[config.mk]
export PLATFORM = sky130hd
export DESIGN_NAME = cvita_deframer
export DESIGN_NICKNAME = d
export VERILOG_FILES = /design/src/rtl/cvita_deframer.sv
export SDC_FILE = /design/constraint.sdc
export NUM_CORES = 1
export LEC_CHECK = 0
export BUFFER_PORTS_ARGS = -buffer_cell sky130_fd_sc_hd__buf_2
export CORE_ASPECT_RATIO = 0.7
export CORE_MARGIN = 2
export CORE_UTILIZATION = 59
export CTS_BUF_LIST = sky130_fd_sc_hd__clkbuf_16
export CTS_CLUSTER_SIZE = 24
export DETAILED_ROUTE_END_ITERATION = 6
export GPL_ROUTABILITY_DRIVEN = 0
export PLACE_DENSITY = 0.91
export SETUP_SLACK_MARGIN = 0.15
export SYNTH_ARGS = -nofsm -noshare
export SYNTH_HDL_FRONTEND = slang
export SYNTH_SLANG_ARGS = --single-unit
[constraint.sdc]
create_clock -name clk -period 15.6 [get_ports clk]
set_input_delay 3.12 -clock clk [delete_from_list [all_inputs] [get_ports clk]]
set_output_delay 3.12 -clock clk [all_outputs]
set_load 0.1 [all_outputs]
[src/rtl/cvita_deframer.sv]
`timescale 1ns/1ps
// CVITA deframer: strips the header word (and optional VITA time word) from a
// 64-bit CVITA packet stream and emits 32-bit payload samples with sideband.
module cvita_deframer #(
  parameter bit CHECK_SEQNUM = 1'b1,
  parameter int ERR_CNT_W    = 16
) (
  input  logic                 clk,
  input  logic                 reset,
  input  logic                 clear,
  input  logic [63:0]          i_tdata,
  input  logic                 i_tlast,
  input  logic                 i_tvalid,
  output logic                 i_tready,
  output logic [31:0]          o_tdata,
  output logic [127:0]         o_tuser,
  output logic                 o_tlast,
  output logic                 o_tvalid,
  input  logic                 o_tready,
  output logic                 len_err,
  output logic                 seq_err,
  output logic                 drop_stb,
  output logic [ERR_CNT_W-1:0] err_count
);

  typedef enum logic [1:0] {S_HDR, S_TIME, S_BODY, S_DROP} state_t;

  state_t                 state_q, state_d;
  logic [63:0]            hdr_q, hdr_d;
  logic [63:0]            time_q, time_d;
  logic [63:0]            hold_q, hold_d;
  logic                   hold_valid_q, hold_valid_d;
  logic                   half_q, half_d;
  logic                   single_q, single_d;
  logic                   last_q, last_d;
  logic [15:0]            rem_q, rem_d;
  logic                   seq_armed_q, seq_armed_d;
  logic [11:0]            seq_exp_q, seq_exp_d;
  logic                   len_err_q, len_err_d;
  logic                   seq_err_q, seq_err_d;
  logic                   drop_q, drop_d;
  logic [ERR_CNT_W-1:0]   err_count_q, err_count_d;
  logic                   up_q;

  logic                   rdy;
  logic                   in_beat;
  logic                   on_last_half;
  logic signed [17:0]     pay_bytes;
  logic                   hdr_bad;
  logic                   final_cnt;

  // The half being presented is the last one of the held word.
  assign on_last_half = half_q | single_q;

  assign pay_bytes = $signed({2'b00, i_tdata[47:32]}) - (i_tdata[61] ? 18'sd16 : 18'sd8);
  assign hdr_bad   = (i_tdata[63:62] != 2'b00) | (pay_bytes <= 18'sd0) |
                     (i_tdata[33:32] != 2'b00);
  assign final_cnt = (rem_q <= 16'd8);

  always_comb begin
    rdy = 1'b0;
    case (state_q)
      S_HDR, S_TIME: rdy = ~hold_valid_q;
      S_BODY:        rdy = ~hold_valid_q | (o_tready & on_last_half);
      S_DROP:        rdy = 1'b1;
      default:       rdy = 1'b0;
    endcase
  end

  // up_q keeps the input closed until the first edge after reset is released.
  assign i_tready = up_q & rdy;
  assign in_beat  = i_tvalid & i_tready;

  always_comb begin
    // NOTE: every next-state signal gets a default first so no latch is inferred.
    state_d      = state_q;
    hdr_d        = hdr_q;
    time_d       = time_q;
    hold_d       = hold_q;
    hold_valid_d = hold_valid_q;
    half_d       = half_q;
    single_d     = single_q;
    last_d       = last_q;
    rem_d        = rem_q;
    seq_armed_d  = seq_armed_q;
    seq_exp_d    = seq_exp_q;
    len_err_d    = 1'b0;
    seq_err_d    = 1'b0;
    drop_d       = 1'b0;

    if (hold_valid_q && o_tready) begin
      if (on_last_half) hold_valid_d = 1'b0;
      else              half_d       = 1'b1;
    end

    case (state_q)
      S_HDR: begin
        if (in_beat) begin
          hdr_d  = i_tdata;
          time_d = '0;
          if (hdr_bad) begin
            drop_d    = 1'b1;
            len_err_d = (i_tdata[33:32] != 2'b00);
            state_d   = i_tlast ? S_HDR : S_DROP;
          end else begin
            if (CHECK_SEQNUM) begin
              seq_err_d   = seq_armed_q && (i_tdata[59:48] != seq_exp_q);
              seq_exp_d   = i_tdata[59:48] + 12'd1;
              seq_armed_d = 1'b1;
            end
            rem_d = pay_bytes[15:0];
            if (i_tlast) begin
              len_err_d = 1'b1;
              state_d   = S_HDR;
            end else begin
              state_d = i_tdata[61] ? S_TIME : S_BODY;
            end
          end
        end
      end

      S_TIME: begin
        if (in_beat) begin
          time_d = i_tdata;
          if (i_tlast) begin
            len_err_d = 1'b1;
            state_d   = S_HDR;
          end else begin
            state_d = S_BODY;
          end
        end
      end

      S_BODY: begin
        if (in_beat) begin
          hold_d       = i_tdata;
          hold_valid_d = 1'b1;
          half_d       = 1'b0;
          last_d       = 1'b0;
          single_d     = 1'b0;
          if (i_tlast) begin
            // An early tlast still closes the packet on this word, both halves out.
            last_d    = 1'b1;
            single_d  = final_cnt && (rem_q == 16'd4);
            len_err_d = ~final_cnt;
            state_d   = S_HDR;
          end else if (final_cnt) begin
            last_d    = 1'b1;
            single_d  = (rem_q == 16'd4);
            len_err_d = 1'b1;
            state_d   = S_DROP;
          end else begin
            rem_d = rem_q - 16'd8;
          end
        end
      end

      S_DROP: begin
        if (in_beat && i_tlast) state_d = S_HDR;
      end

      default: state_d = S_HDR;
    endcase

    if (clear) begin
      seq_armed_d = 1'b0;
    end
  end

  always_comb begin
    err_count_d = err_count_q;
    if (clear) begin
      err_count_d = '0;
    end else if ((len_err_q | seq_err_q | drop_q) && (err_count_q != '1)) begin
      err_count_d = err_count_q + ERR_CNT_W'(1);
    end
  end

  // NOTE: sequential state uses non-blocking assignments so all flops update together.
  always_ff @(posedge clk or posedge reset) begin
    if (reset) begin
      state_q      <= S_HDR;
      hdr_q        <= '0;
      time_q       <= '0;
      hold_q       <= '0;
      hold_valid_q <= 1'b0;
      half_q       <= 1'b0;
      single_q     <= 1'b0;
      last_q       <= 1'b0;
      rem_q        <= '0;
      seq_armed_q  <= 1'b0;
      seq_exp_q    <= '0;
      len_err_q    <= 1'b0;
      seq_err_q    <= 1'b0;
      drop_q       <= 1'b0;
      err_count_q  <= '0;
      up_q         <= 1'b0;
    end else begin
      state_q      <= state_d;
      hdr_q        <= hdr_d;
      time_q       <= time_d;
      hold_q       <= hold_d;
      hold_valid_q <= hold_valid_d;
      half_q       <= half_d;
      single_q     <= single_d;
      last_q       <= last_d;
      rem_q        <= rem_d;
      seq_armed_q  <= seq_armed_d;
      seq_exp_q    <= seq_exp_d;
      len_err_q    <= len_err_d;
      seq_err_q    <= seq_err_d;
      drop_q       <= drop_d;
      err_count_q  <= err_count_d;
      up_q         <= 1'b1;
    end
  end

  assign o_tvalid  = hold_valid_q;
  assign o_tdata   = half_q ? hold_q[31:0] : hold_q[63:32];
  assign o_tlast   = hold_valid_q & last_q & on_last_half;
  assign o_tuser   = {hdr_q, time_q};
  assign len_err   = len_err_q;
  assign seq_err   = seq_err_q;
  assign drop_stb  = drop_q;
  assign err_count = err_count_q;

endmodule

==> metrics.cfg <==
[outcome]
status=complete, no violations

[timing]
slew_headroom_pct=25.4
rsz0062_at_grt=no
finalHoldViolCount=0
fmax_mhz=138
setup_viol=0
clock_skew_ns=0.0110
min_period_ns=7.23
tightest_slew_ns=1.12
maxSlewViolCount=0
tns_ns=0
period_share_pct=46.3

[clock_tree]
root_buffer=clkbuf_16
path_clk_slew_ns=0.06
cts_max_level=1
cts_max_path_buffers=3
post_cts_resize_count=0
cts_inserted_buffers=23
cts_sinks=247
insertion_delay_ns=0.51
cts_hold_buf=0
cts_tree=built
cts_setup_buffers=0

[logic_synthesis]
async_flop_share_pct=100
synth-edff-count=0
synth_fp_nets=1130
synth_area_per_cell_um2=10.6
ys_ff_latch=247
syn-cell-area_mm2=0.0111
ys_warn_count=0
synth-main-ff-cell=dfrtp_1
ys_seq_area_share_pct=55.7
ys_types=71
syn_inst=1048

[floorplan]
boundaryPins=252
fp.dieH_um=119
die_area_mm2=0.0200
core_mm2=0.0182
rows=41
die_x_um=168
initial_core_util_pct=61.0

[critical_path]
slowest_delay_ns=0.46
worstPathMaxFanout=3
cpMostUsedCell=buf_2
cp_slowest_cell=buf_2
cp_data_required_time_ns=12.48
arrival_ns=4.11
r2r_slack_ns=10.76
crit_type=input port to primary output
crit_path_cell_trace=buf_2, o211ai_1, a21oi_1, buf_2
critPathCaptureType=primary output
path_delay_family=buffers and inverters
cp.buffers_inverters=2
start_kind=input port

[finish]
final_util_pct=72.6
fin_nets=1345
antenna_cells=0
area_growth_pct=19.1
drive_gt1_share_pct=30.6

[global_route]
antenna_found_initial=2
grt_use_met2_pct=49.6
grt.total_usage_pct=30.8
use_met1_pct=42.5
grt.busiest_layer=met2
grt_pass1_wl_mm=48.9
grt_pass1_vias=9114
grt_max_degree=103
gr-usage-met3_pct=6.83
overflow=0

[placement]
io_buffers=251
hpwl_mm=20.4

[detailed_routing]
drtIter0Drc=805
vias=9083
drc=0
drtPass1Iterations=7
vias_per_cell=5.99
ant_nets=0
wl_per_cell_um=20.1
wl_mm=30.4

[run]
drv_cap=0

[hold_path]
hp-class=flop to flop

worst paths after layout:
| kind | start | to | cells past startpoint |
|---|---|---|---|
| worst max-delay path | o_tready | i_tready | 4 |
| worst min-delay path | hdr_q[60] | hdr_q[60] | 2 |
| worst min register to register | hdr_q[60] | hdr_q[60] | 2 |
| worst max register to register | state_q[0] | rem_q[7] | 9 |
| min in group asynchronous | reset | hdr_q[23] | 2 |
| max in group asynchronous | reset | time_q[32] | 3 |
routing by layer:
metal / routed length (µm) / vias up
met5: 7 / -
met4: 741 / 2
met3: 2790 / 52
met2: 14300 / 468
met1: 12600 / 4513
li1: - / 4048
through the flow:
stage	hold WS [ns]	setup slack [ns]	cells	instance area [µm²]
final	0.472	8.37	1516	13200
after global routing	0.495	8.34	1516	13200
after CTS	0.473	8.37	1516	13200
after detailed placement	0.457	8.38	1474	12400
after global placement	0.452	8.40	1474	12400
after floorplan	0.442	5.69	1048	11100
layout make-up:
| type | count | area (µm²) |
|---|---|---|
| sequential | 247 | 6180 |
| fill | 1313 | 4980 |
| multi-input combinational | 712 | 4550 |
| timing repair buffer | 259 | 1320 |
| clock buffer | 23 | 576 |
| tap | 236 | 295 |
| clock inverter | 19 | 229 |
| inverter | 20 | 82.6 |
cell usage in the layout (no fill, tap or decap), types with 5 or more instances in the layout:
cell / n
a21oi_1: 19
a22o_1: 66
and3_1: 8
buf_2: 251
buf_4: 8
bufinv_16: 5
clkbuf_16: 23
dfrtp_1: 247
ha_1: 11
inv_1: 20
mux2_2: 71
mux2i_1: 5
nand2_1: 282
nand3_1: 12
nand4_1: 11
nor2_1: 27
nor3_1: 8
nor4_1: 9
o21ai_0: 26
o21ai_1: 21
or3_1: 11
xnor2_1: 26
xor2_1: 17
cells by family after synthesis:
group / Yosys count / synth area share (%)
mux: 77 / 7.75
buf+inv: 89 / 3.55
xor+xnor: 43 / 3.39
flops: 247 / 55.7
fa+ha+maj: 12 / 1.42
compound gates: 179 / 12.1
simple gates: 400 / 16.1
other cells: 1 / 0.0338
cell usage after synthesis, types with 9 or more instances:
master | number | area share, %
dfrtp_1 | 247 | 56
inv_1 | 20 | 0.68
nand4_1 | 11 | 0.62
ha_1 | 11 | 1.2
buf_2 | 12 | 0.54
a21oi_1 | 19 | 0.86
nor4_1 | 9 | 0.51
o21ai_0 | 26 | 1.2
nor2_1 | 28 | 0.95
clkbuf_1 | 43 | 1.5
or3_1 | 11 | 0.62
xnor2_1 | 26 | 2.1
nand3_1 | 12 | 0.54
xor2_1 | 17 | 1.3
o21ai_1 | 21 | 0.95
nand2_1 | 283 | 9.6
a22o_1 | 66 | 5.2
mux2_2 | 71 | 7.2
flip-flops by register name (all words and copies together) (netlist names):
| name | cells |
|---|---|
| rem_q | 16 |
| seq_err | 1 |
| seq_armed_q | 1 |
| state_q | 2 |
| last_q | 1 |
| hdr_q | 64 |
| half_q | 1 |
| seq_exp_q | 12 |
| up_q | 1 |
| time_q | 64 |
| o_tvalid | 1 |
| single_q | 1 |
| err_count | 16 |
| drop_stb | 1 |
| hold_q | 64 |
| len_err | 1 |
worst register-to-register path: cells and delay by family (launching register included):
family,cells,cell delay [ns]
compound gates,3,1.13
fa+ha+maj,1,0.90
buf+inv,3,1.36
flops,1,0.43
simple gates,2,0.92
Power is not shown: default switching activity piles up to over one toggle a cycle in this logic, so the estimate is an artifact.
